--- config.mk ---
export PLATFORM = sky130hd
export DESIGN_NAME = dmem_ctrl
export DESIGN_NICKNAME = d
export VERILOG_FILES = /design/src/rtl/rv_pkg.sv /design/src/rtl/dmem_lane.sv /design/src/rtl/dmem_ctrl.sv
export SDC_FILE = /design/constraint.sdc
export NUM_CORES = 1
export LEC_CHECK = 0
export ABC_CLOCK_PERIOD_IN_PS = 17700
export CORE_MARGIN = 3
export CORE_UTILIZATION = 45
export DETAILED_ROUTE_END_ITERATION = 8
export PLACE_DENSITY = 0.79
export SLEW_MARGIN = 20
export SYNTH_ARGS = -nofsm -noshare
export SYNTH_HDL_FRONTEND = slang
export SYNTH_HIERARCHICAL = 1
export SYNTH_SLANG_ARGS = --single-unit
--- constraint.sdc ---
create_clock -name clk -period 17.7 [get_ports clk]
set_input_delay 1.77 -clock clk [delete_from_list [all_inputs] [get_ports clk]]
set_output_delay 1.77 -clock clk [all_outputs]
set_load 0.01 [all_outputs]
--- src/rtl/rv_pkg.sv ---
// Shared definitions for the data-memory path.
//   F3_*       funct3 access-size codes (bits [1:0] = log2 bytes, bit 2 = unsigned load)
//   NUM_LANES  byte lanes on the doubleword bus
//   state_t    load/store controller FSM states
//   req_t      access fields latched for the duration of a bus transfer
//   misaligned helper: 1 when the byte offset is not a multiple of the access size
package rv_pkg;

   localparam logic [2:0] F3_LB  = 3'b000;
   localparam logic [2:0] F3_LH  = 3'b001;
   localparam logic [2:0] F3_LW  = 3'b010;
   localparam logic [2:0] F3_LD  = 3'b011;
   localparam logic [2:0] F3_LBU = 3'b100;
   localparam logic [2:0] F3_LHU = 3'b101;
   localparam logic [2:0] F3_LWU = 3'b110;
   localparam logic [2:0] F3_ILL = 3'b111;

   localparam int NUM_LANES = 8;

   typedef enum logic [1:0] {
      ST_IDLE = 2'd0,
      ST_BUSY = 2'd1,
      ST_DONE = 2'd2
   } state_t;

   typedef struct packed {
      logic [2:0] off;   // byte offset within the doubleword
      logic [1:0] size;  // log2 of access bytes
      logic       uns;   // zero-extend loads
      logic       we;    // store
   } req_t;

   function automatic logic misaligned(input logic [1:0] size, input logic [2:0] off);
      case (size)
         2'd1:    return off[0];
         2'd2:    return |off[1:0];
         2'd3:    return |off;
         default: return 1'b0;
      endcase
   endfunction

endpackage

--- src/rtl/dmem_lane.sv ---
// Combinational byte-lane steering for the doubleword bus.
//   Store side: st_size/st_off/st_data -> st_lane_data (data replicated into
//               every lane of its size) and st_strb (byte enables).
//   Load side:  ld_size/ld_uns/ld_off/ld_bus -> ld_data (lane selected,
//               shifted to bit 0, then sign- or zero-extended).
module dmem_lane
   import rv_pkg::*;
(
   input  logic [1:0]  st_size,
   input  logic [2:0]  st_off,
   input  logic [63:0] st_data,
   output logic [63:0] st_lane_data,
   output logic [7:0]  st_strb,
   input  logic [1:0]  ld_size,
   input  logic        ld_uns,
   input  logic [2:0]  ld_off,
   input  logic [63:0] ld_bus,
   output logic [63:0] ld_data
);

   // mask = access bytes - 1; low offset bits under the mask select the byte
   // within the access, the rest select which aligned slot it occupies
   logic [2:0] mask;
   assign mask = 3'((4'd1 << st_size) - 4'd1);

   logic [NUM_LANES-1:0][7:0] src, dst;
   assign src = st_data;

   for (genvar i = 0; i < NUM_LANES; i++) begin : g_lane
      localparam logic [2:0] IDX = 3'(i);
      assign dst[i]     = src[IDX & mask];
      assign st_strb[i] = ((IDX ^ st_off) & ~mask) == 3'd0;
   end

   assign st_lane_data = dst;

   logic [63:0] lane;
   logic        sx;
   assign lane = ld_bus >> {ld_off, 3'b000};

   always_comb begin
      ld_data = lane;
      sx      = 1'b0;
      case (ld_size)
         2'd0: begin
            sx      = ~ld_uns & lane[7];
            ld_data = {{56{sx}}, lane[7:0]};
         end
         2'd1: begin
            sx      = ~ld_uns & lane[15];
            ld_data = {{48{sx}}, lane[15:0]};
         end
         2'd2: begin
            sx      = ~ld_uns & lane[31];
            ld_data = {{32{sx}}, lane[31:0]};
         end
         default: ld_data = lane;
      endcase
   end

endmodule

--- src/rtl/dmem_ctrl.sv ---
// Data-memory load/store controller between the single-cycle datapath and a
// 64-bit req/ack bus. Holds the core via stall while an access is in flight.
//   clk, reset          clock, asynchronous active-high reset
//   mem_read/mem_write  level requests from control (held while stall=1)
//   funct3, addr, wdata access size, byte address, store data
//   rdata               extended load result (stable until the next load)
//   stall               hold pc / register write
//   err                 one-cycle pulse: misaligned, illegal size, bus error, timeout
//   bus_*               doubleword bus; bus_err/bus_rdata qualified by bus_ack
module dmem_ctrl
   import rv_pkg::*;
#(
   parameter int TIMEOUT = 255
)(
   input  logic        clk,
   input  logic        reset,
   input  logic        mem_read,
   input  logic        mem_write,
   input  logic [2:0]  funct3,
   input  logic [63:0] addr,
   input  logic [63:0] wdata,
   output logic [63:0] rdata,
   output logic        stall,
   output logic        err,
   output logic        bus_req,
   output logic        bus_we,
   output logic [63:0] bus_addr,
   output logic [63:0] bus_wdata,
   output logic [7:0]  bus_wstrb,
   input  logic        bus_ack,
   input  logic        bus_err,
   input  logic [63:0] bus_rdata
);

   localparam int CW = $clog2(TIMEOUT + 1);

   state_t        state, state_nx;
   req_t          req;
   logic [CW-1:0] cnt;
   logic          access, illegal, start, reject, timeout;
   logic [63:0]   st_lane_data, ld_data;
   logic [7:0]    st_strb;

   assign access  = mem_read | mem_write;
   assign illegal = (funct3 == F3_ILL) | misaligned(funct3[1:0], addr[2:0]);
   // cnt counts completed BUSY cycles, so the last allowed cycle sees TIMEOUT-1
   assign timeout = (cnt == CW'(TIMEOUT - 1));

   // Store steering uses the live request (registered on entry to BUSY);
   // load extraction uses the latched offset/size when the ack arrives.
   dmem_lane u_lane (
      .st_size      (funct3[1:0]),
      .st_off       (addr[2:0]),
      .st_data      (wdata),
      .st_lane_data (st_lane_data),
      .st_strb      (st_strb),
      .ld_size      (req.size),
      .ld_uns       (req.uns),
      .ld_off       (req.off),
      .ld_bus       (bus_rdata),
      .ld_data      (ld_data)
   );

   always_ff @(posedge clk or posedge reset) begin
      if (reset) state <= ST_IDLE;
      else       state <= state_nx;
   end

   always_comb begin
      state_nx = state;
      stall    = 1'b0;
      start    = 1'b0;
      reject   = 1'b0;
      case (state)
         ST_IDLE: begin
            if (access) begin
               stall = 1'b1;
               if (illegal) begin
                  reject   = 1'b1;
                  state_nx = ST_DONE;
               end else begin
                  start    = 1'b1;
                  state_nx = ST_BUSY;
               end
            end
         end
         ST_BUSY: begin
            stall = 1'b1;
            if (bus_ack || timeout) state_nx = ST_DONE;
         end
         // DONE retires the instruction; its still-asserted request is ignored
         ST_DONE: state_nx = ST_IDLE;
         default: state_nx = ST_IDLE;
      endcase
   end

   always_ff @(posedge clk or posedge reset) begin
      if (reset) begin
         rdata     <= '0;
         err       <= 1'b0;
         bus_req   <= 1'b0;
         bus_we    <= 1'b0;
         bus_addr  <= '0;
         bus_wdata <= '0;
         bus_wstrb <= '0;
         cnt       <= '0;
         req       <= '0;
      end else begin
         err <= 1'b0;
         if (start) begin
            req.off   <= addr[2:0];
            req.size  <= funct3[1:0];
            req.uns   <= funct3[2];
            req.we    <= mem_write;
            bus_req   <= 1'b1;
            bus_we    <= mem_write;
            bus_addr  <= {addr[63:3], 3'b000};
            bus_wdata <= st_lane_data;
            bus_wstrb <= mem_write ? st_strb : 8'h00;
            cnt       <= '0;
         end
         if (reject) err <= 1'b1;
         if (state == ST_BUSY) begin
            if (bus_ack) begin
               if (!req.we) rdata <= ld_data;
               err       <= bus_err;
               bus_req   <= 1'b0;
               bus_we    <= 1'b0;
               bus_wstrb <= 8'h00;
            end else if (timeout) begin
               err       <= 1'b1;
               bus_req   <= 1'b0;
               bus_we    <= 1'b0;
               bus_wstrb <= 8'h00;
            end else begin
               cnt <= cnt + 1'b1;
            end
         end
      end
   end

endmodule

==> impl_metrics.ini, run 1 <==
[synth]
netlist_top_cells_area = dfrtp_1 (45%), mux2_4 (15%), mux2_2 (11%)
async_flop_share_pct = 100.0
ys_seq_elements = 217
synth_area_leader_cell = dfrtp_1
synth_cells = 936
synth_common_cells = dfrtp_1 (217), mux2_4 (122), mux2_2 (113), nand2_1 (66), nor2_1 (65)
netlist_area_um2 = 11940
synth_edf_count = 0
yosys_warnings = 6
synth_top_area_share_pct = 45.48
ys.flop_type = dfrtp_1
synth.most_common_cell = dfrtp_1
ys_seq_area_share_pct = 45.48
ys_types = 50
avgSynthCellArea_um2 = 12.76

[route]
avgViaCountPerCell = 5.667
drtIter0Drc = 766
drt_pass1_iterations = 5
antenna_left = 0
drc_errors = 0
vias = 9316
wl_per_cell_um = 23.80
drt-total-wl_um = 39120

[power_and_ir_drop]
p_sw_share_pct = 35.26
peakVddDrop_uv = 119.5
p_clk_share_pct = 16.7
internal-power_uw = 1893
comb_power_share_pct = 53.0
seqPwrFrac_pct = 30.3
p_per_area_nw_per_um2 = 175.3
switching_power_uw = 1031
leakage_uw = 0.007204

[global_route]
antenna_found_initial = 10
grt_pass1_wl_um = 58420
grt_max_degree = 149
grtUsageTotal_pct = 26.29
grt_overflow = 0
grt_pass1_vias = 9583

[sta]
hold_viol = 0
finalMaxSlewViolations = 0
grt_setup_unrepaired = false
finalSetupTns_ns = 0
slew_headroom_pct = 25.72
worst_pin_slew_ns = 1.114
finalCriticalPeriod_ns = 5.083
fin_crit_sh_pct = 28.72
setup_viol = 0
fmax_mhz = 196.7
fin_worst_skew_ns = 0.01242

[floorplan]
core_area_um2 = 25620
rows = 58
die_w_um = 168.9
die_h_um = 168.9
io_pins = 405
start_util_pct = 46.61
die_area_um2 = 28520

[clock_tree]
cts-resized-gates = 0
numCtsBuffers = 24
cts_root_buf = clkbuf_16
cts-hold-fix-buffers = 0
clock-sinks = 217
clk-insertion-delay-late_ns = 0.51
clkTransAtPathRegs_ns = 0.06
tritoncts = yes
cts_setup_buffers = 0
clockBufferDepth = 3
htree_levels = 1

[critical_path]
crit_path_max_fanout = 68
cp-end-kind = flop
required_ns = 18.09
crit_type = in2reg
start_kind = input port
arrival_ns = 5.48

[status]
status = finished, final reports clean

[place]
post_dp_cell_area_um2 = 15910
gp_congestion = 0.8998
dpl.hpwl_um = 28370
port-buffer-count = 401

[run]
maxCapViolations = 0

[cells_and_area]
nets = 1497
fin_area_um2 = 16680
area_growth_syn_to_layout_pct = 39.74
drive_gt1_share_pct = 24.71

[worst_hold_path]
hold_path_class = reg2reg
power groups by stage:
stage | Clock [uW] | Sequential (uW) | Combinational (uW)
after floorplan | 0 | 962 | 770
after global placement | 0 | 881 | 1530
after detailed placement | 0 | 883 | 1550
after CTS | 500 | 886 | 1560
after global routing | 518 | 917 | 1640
final | 488 | 886 | 1550
metrics by stage:
step	power, uW	setup slack (ns)	utilization [%]	instances	hold slack (ns)
floorplan	1732	9.994	-	938	0.4579
global placement	2410	12.14	62.10	1598	0.4807
detailed placement	2436	12.10	62.10	1598	0.4917
CTS	2944	12.63	65.08	1641	0.5054
global route	3075	12.43	65.13	1644	0.5162
finish	2924	12.62	65.13	1644	0.5032
metal layers:
layer  share of wire, %  vias to the layer above  GRT usage (%)  wire, um
met5               0.29                        -              0       115
met3                 10                      102          8.664      3922
met1                 37                     4621          31.73     14480
li1                   -                     4114              -         -
met2                 48                      465          43.66     18830
met4                4.5                       14          10.42      1775
final timing paths:
| path | from | slack, ns | end | cells after the start |
|---|---|---|---|---|
| worst max register to register | state[1]$_DFFE_PP0P_ | 14.03 | bus_addr[39]$_DFFE_PP0P_ | 6 |
| max in group asynchronous | reset | 14.48 | bus_addr[31]$_DFFE_PP0P_ | 3 |
| worst max-delay path | funct3[1] | 12.62 | bus_addr[39]$_DFFE_PP0P_ | 8 |
| worst min-delay path | bus_addr[51]$_DFFE_PP0P_ | 0.50 | bus_addr[51]$_DFFE_PP0P_ | 1 |
| min in group asynchronous | reset | 1.79 | rdata[21]$_DFFE_PP0P_ | 2 |
| worst min register to register | bus_addr[51]$_DFFE_PP0P_ | 0.50 | bus_addr[51]$_DFFE_PP0P_ | 1 |
worst max-delay path, stage by stage:
cell,delay [ns]
clkdlybuf4s50_1,0.39
buf_4,0.26
o21ai_1,0.29
o21ai_4,0.17
nor2_4,0.23
buf_4,0.86
buf_4,0.93
mux2_2,0.42
flip-flops by register name (all words and copies together), names as in the netlist:
name / count
bus_wdata: 64
rdata: 64
bus_req: 1
bus_wstrb: 8
err: 1
cnt: 8
state: 2
bus_addr: 61
req: 7
bus_we: 1
cells in the final DEF, fill, tap and decap left out, drive strengths merged, types with 3 or more instances in the layout:
cell type	instances
nor2b	5
nor2	67
o2111ai	14
mux4	24
nand2b	7
inv	6
clkbuf	29
nor3	5
nand4	29
buf	12
nand2	66
a22oi	7
dfrtp	217
diode	3
clkdlybuf4s50	401
conb	3
mux2i	51
mux2	237
nand3	21
o2bb2ai	9
nor3b	3
o21ai	31
o211ai	9
a21oi	20
clkinv	13
and2	4
and3	4
cell families (layout without fill, tap and decap cells):
group / after synthesis / count (layout) / share of synthesized area (%)
AO/OA/AOI/OAI: 97 / 97 / 5.450
XOR/XNOR: 2 / 2 / 0.1467
adder cells (fa/ha/maj): 2 / 2 / 0.2096
buffers and inverters: 89 / 462 / 5.051
flip-flops: 217 / 217 / 45.48
multiplexers: 312 / 312 / 35.02
other: 1 / 6 / 0.03141
AND/OR/NAND/NOR: 216 / 216 / 8.604
final cells by class:
class	instances	area (um2)
diodes	3	7.507
clock buffers	29	660.6
clock inverters	14	102.6
fillers	1937	8934
inverters	6	35.03
multi-input cells	632	5928
flip-flops and latches	217	5433
well taps	330	412.9
repair buffers	413	4104
Note: power is estimated with default switching activity, not from simulation.
==> run 2: changes to the inputs <==
- ABC_CLOCK_PERIOD_IN_PS: 17700 -> 4300
- CORE_UTILIZATION: 45 -> 42
- PLACE_DENSITY: 0.79 -> 0.78
- clock period: 17.7 -> 4.3 ns (I/O delays scaled with it)
==> impl_metrics.ini, run 2 (same netlist as run 1, synthesis figures left out) <==
[status]
status = finished, final reports clean

[clock_tree]
clock-sinks = 217
cts_setup_buffers = 0
htree_levels = 1
clkTransAtPathRegs_ns = 0.06
numCtsBuffers = 25
cts_root_buf = clkbuf_16
cts-hold-fix-buffers = 0
tritoncts = yes
clockBufferDepth = 3
clk-insertion-delay-late_ns = 0.52
cts-resized-gates = 0

[sta]
fmax_mhz = 338.4
grt_setup_unrepaired = false
fin_worst_skew_ns = 0.01237
finalSetupTns_ns = 0
finalMaxSlewViolations = 0
fin_crit_sh_pct = 68.72
slew_headroom_pct = 26.87
setup_viol = 0
hold_viol = 0
finalCriticalPeriod_ns = 2.955
fin_ws_ns = 1.345
worst_pin_slew_ns = 1.094

[critical_path]
critical-path-top-delay-family = simple AND/OR/NAND/NOR gates
cp_cell_sequence = buf_4 -> mux2i_1 -> nand2_1 -> nand4_1 -> o2111ai_1 -> mux2_2
reg2reg_from = req[5]$_DFFE_PP0P_
ff2ff_path_depth = 6
arrival_ns = 3.35
cp-end-kind = flop
crit_path_max_fanout = 22
crit_type = reg2reg
cp.buffers_inverters = 1
required_ns = 4.69
start_kind = flop
slowest_stage = nand4_1
critical-path-max-stage-delay_ns = 0.76
ff2ff_setup_slack_ns = 1.35
regToRegEndpoint = rdata[52]$_DFFE_PP0P_

[floorplan]
die_area_um2 = 30490
start_util_pct = 42.74
die_h_um = 174.6
io_pins = 405
core_area_um2 = 27930
die_w_um = 174.6
rows = 61

[place]
dpl.hpwl_um = 28530
gp_congestion = 0.8741
post_dp_cell_area_um2 = 16060
port-buffer-count = 401
dpl_worst_slack_ns = 1.038

[cells_and_area]
layout_commonest_cell = clkdlybuf4s50_1
final_core_util_pct = 60.58
area_growth_syn_to_layout_pct = 41.73
layout_common_cells = clkdlybuf4s50_1 (401), dfrtp_1 (215), mux2_4 (122), mux2_2 (113), nand2_1 (66)
nets = 1502
fin_area_um2 = 16920
drive_gt1_share_pct = 24.83
reg_top3 = bus_wdata: 64 flops, rdata: 64 flops, bus_addr: 61 flops

[route]
drt-total-wl_um = 38990
drc_errors = 0
avgViaCountPerCell = 5.456
antenna_left = 0
wl_per_cell_um = 22.91
vias = 9286
drt_pass1_iterations = 5
drtIter0Drc = 654

[global_route]
grt_pass1_vias = 9740
grt_pass1_wl_um = 58660
grt_max_degree = 105
antenna_found_initial = 11
grtUsageTotal_pct = 24.53
grt_overflow = 0

[power_and_ir_drop]
finalPower_uw = 12210
p_per_area_nw_per_um2 = 721.7
peakVddDrop_uv = 429.2
leakage_uw = 0.007272

[worst_hold_path]
hold_path_class = in2async

[run]
maxCapViolations = 0
==> run 2: final cells by class <==
cell class / count / area, um2
Fill cell: 2221 / 11010
Multi-Input combinational cell: 632 / 5928
Sequential cell: 217 / 5433
Timing Repair Buffer: 417 / 4197
Clock buffer: 36 / 726.9
Tap cell: 378 / 473.0
Clock inverter: 9 / 120.1
Inverter: 6 / 26.28
Antenna cell: 7 / 17.52
==> run 2: worst reg2reg max path, cell delays in order, from the launching register on <==
cell	delay, ns
dfrtp_2	0.54
buf_4	0.38
mux2i_1	0.28
nand2_1	0.10
nand4_1	0.76
o2111ai_1	0.39
mux2_2	0.37
==> run 2: report_power, final <==
group | internal [uW] | total [uW] | switching, uW
clock network | 1350 | 2200 | 856
registers | 3010 | 3690 | 678
logic | 3640 | 6320 | 2680
total | 8000 | 12200 | 4210
==> run 2: how the worst max path moves through the flow <==
stage                                    end               start  cells after the start
detailed placement  bus_addr[52]$_DFFE_PP0P_           funct3[1]                      6
global placement    bus_addr[43]$_DFFE_PP0P_           funct3[1]                      6
finish                 rdata[52]$_DFFE_PP0P_  req[5]$_DFFE_PP0P_                      6
floorplan           bus_addr[10]$_DFFE_PP0P_               reset                      1
CTS                    rdata[52]$_DFFE_PP0P_  req[5]$_DFFE_PP0P_                      6
global route           rdata[52]$_DFFE_PP0P_  req[5]$_DFFE_PP0P_                      6
==> run 2: per-layer routing <==
layer / part of all wire [%] / GRT usage, % / routed length [um]
met1: 38 / 29.49 / 14670
met2: 49 / 41.39 / 19030
met3: 9.8 / 8.301 / 3812
met4: 3.6 / 8.444 / 1419
met5: 0.13 / 0 / 49
==> run 2: per-stage QoR <==
| step | instances | hold slack, ns |
|---|---|---|
| after global routing | 1702 | 0.4546 |
| after CTS | 1695 | 0.4025 |
| final | 1702 | 0.3937 |
| after detailed placement | 1650 | 0.4924 |
| after global placement | 1650 | 0.4862 |
| after floorplan | 938 | 0.4579 |
==> run 3: changes to the inputs <==
- ABC_CLOCK_PERIOD_IN_PS: 4300 -> 2700
- clock period: 4.3 -> 2.7 ns (I/O delays scaled with it)
==> impl_metrics.ini, run 3 (same netlist as run 1, synthesis figures left out) <==
[sta]
finalCriticalPeriod_ns = 2.317
hold_viol = 0
finalMaxSlewViolations = 0
setup_viol = 0
fin_crit_sh_pct = 85.82
slew_headroom_pct = 43.86
fin_worst_skew_ns = 0.02029
worst_pin_slew_ns = 0.8403
finalSetupTns_ns = 0
grt_setup_unrepaired = false
fmax_mhz = 431.5

[power_and_ir_drop]
p_per_area_nw_per_um2 = 1141
leakage_uw = 0.007360
peakVddDrop_uv = 792.7
finalPower_uw = 19550

[critical_path]
reg2reg_from = req[6]$_DFFE_PP0P_
crit_type = reg2reg
crit_path_end = rdata[32]$_DFFE_PP0P_
required_ns = 3.17
ff2ff_path_depth = 5
critical-path-top-delay-family = simple AND/OR/NAND/NOR gates
cp.buffers_inverters = 0
cp.depth = 5
cp_cell_sequence = nor2b_1 -> and2_1 -> nand2_1 -> nand4_1 -> mux2_2
start_kind = flop
crit_path_max_fanout = 16
arrival_ns = 2.79
cp-end-kind = flop
ff2ff_setup_slack_ns = 0.38
critical-path-max-stage-delay_ns = 0.64
slowest_stage = and2_1
regToRegEndpoint = rdata[32]$_DFFE_PP0P_
startpoint = req[6]$_DFFE_PP0P_

[clock_tree]
tritoncts = yes
clock-sinks = 217
cts_setup_buffers = 0
htree_levels = 1
numCtsBuffers = 26
cts-resized-gates = 0
clkTransAtPathRegs_ns = 0.06
cts_root_buf = clkbuf_16
cts-hold-fix-buffers = 0
clk-insertion-delay-late_ns = 0.54
clockBufferDepth = 3

[place]
port-buffer-count = 401
dpl.hpwl_um = 29500
post_dp_cell_area_um2 = 16280
gp_congestion = 0.9093

[floorplan]
io_pins = 405
start_util_pct = 42.74
die_h_um = 174.6
core_area_um2 = 27930
die_area_um2 = 30490
rows = 61
die_w_um = 174.6

[status]
status = finished, final reports clean

[global_route]
grtUsageTotal_pct = 25.22
grt_max_degree = 68
grt_pass1_wl_um = 60110
grt_pass1_vias = 9995
grt_overflow = 0
antenna_found_initial = 17

[cells_and_area]
seq_area_um2 = 5433
nets = 1519
fin_area_um2 = 17130
drive_gt1_share_pct = 25.75
layout_commonest_cell = clkdlybuf4s50_1
multi_input_area_um2 = 5928
area_growth_syn_to_layout_pct = 43.46
reg_top3 = bus_wdata: 64 flops, rdata: 64 flops, bus_addr: 61 flops
layout_common_cells = clkdlybuf4s50_1 (401), dfrtp_1 (215), mux2_4 (122), mux2_2 (113), nand2_1 (66)
fillers = 2211

[route]
antenna_left = 0
drtIter0Drc = 741
drc_errors = 0
drt_pass1_iterations = 6
vias = 9505
avgViaCountPerCell = 5.517
wl_per_cell_um = 23.02
drt-total-wl_um = 39660

[run]
maxCapViolations = 0

[worst_hold_path]
hold_path_class = in2async
[run 3: layout make-up]
cell class / instances / share of cell area [%]
diodes: 9 / 0.1315
clock buffers: 38 / 4.354
clock inverters: 10 / 0.4821
inverters: 6 / 0.1534
multi-input cells: 632 / 34.61
flip-flops and latches: 217 / 31.72
well taps: 378 / 2.761
repair buffers: 433 / 25.79
[run 3: through the flow]
stage / util [%] / setup WS, ns / cells / hold slack [ns]
detailed placement: 58.27 / 0.2257 / 1666 / 0.4940
floorplan: - / -0.3961 / 938 / 0.4180
finish: 61.31 / 0.3827 / 1723 / 0.1301
global route: 61.31 / 0.2427 / 1722 / 0.1488
CTS: 61.23 / 0.4034 / 1714 / 0.1109
global placement: 58.27 / 0.2692 / 1666 / 0.4816
[run 3: power breakdown]
part           switching, uW  internal [uW]  total [uW]
clock                   1440           1930        3360
sequential              1100           4800        5900
combinational           4340           5940       10300
total                   6880          12700       19600
[run 3: metal layers]
metal  GRT usage (%)  vias up  share of wire (%)
met2           41.70      457                 48
li1                -     4182                  -
met5               0        -               0.28
met1           29.39     4735                 38
met3           9.431      115                9.5
met4           11.30       16                4.7
[run 3: how the worst min path moves through the flow]
stage | to | slack (ns)
floorplan | bus_addr[54]$_DFFE_PP0P_ | 0.42
global placement | cnt[4]$_DFF_PP0_ | 0.48
detailed placement | cnt[4]$_DFF_PP0_ | 0.49
CTS | bus_wdata[10]$_DFFE_PP0P_ | 0.11
global route | bus_wdata[10]$_DFFE_PP0P_ | 0.15
finish | bus_wdata[10]$_DFFE_PP0P_ | 0.13
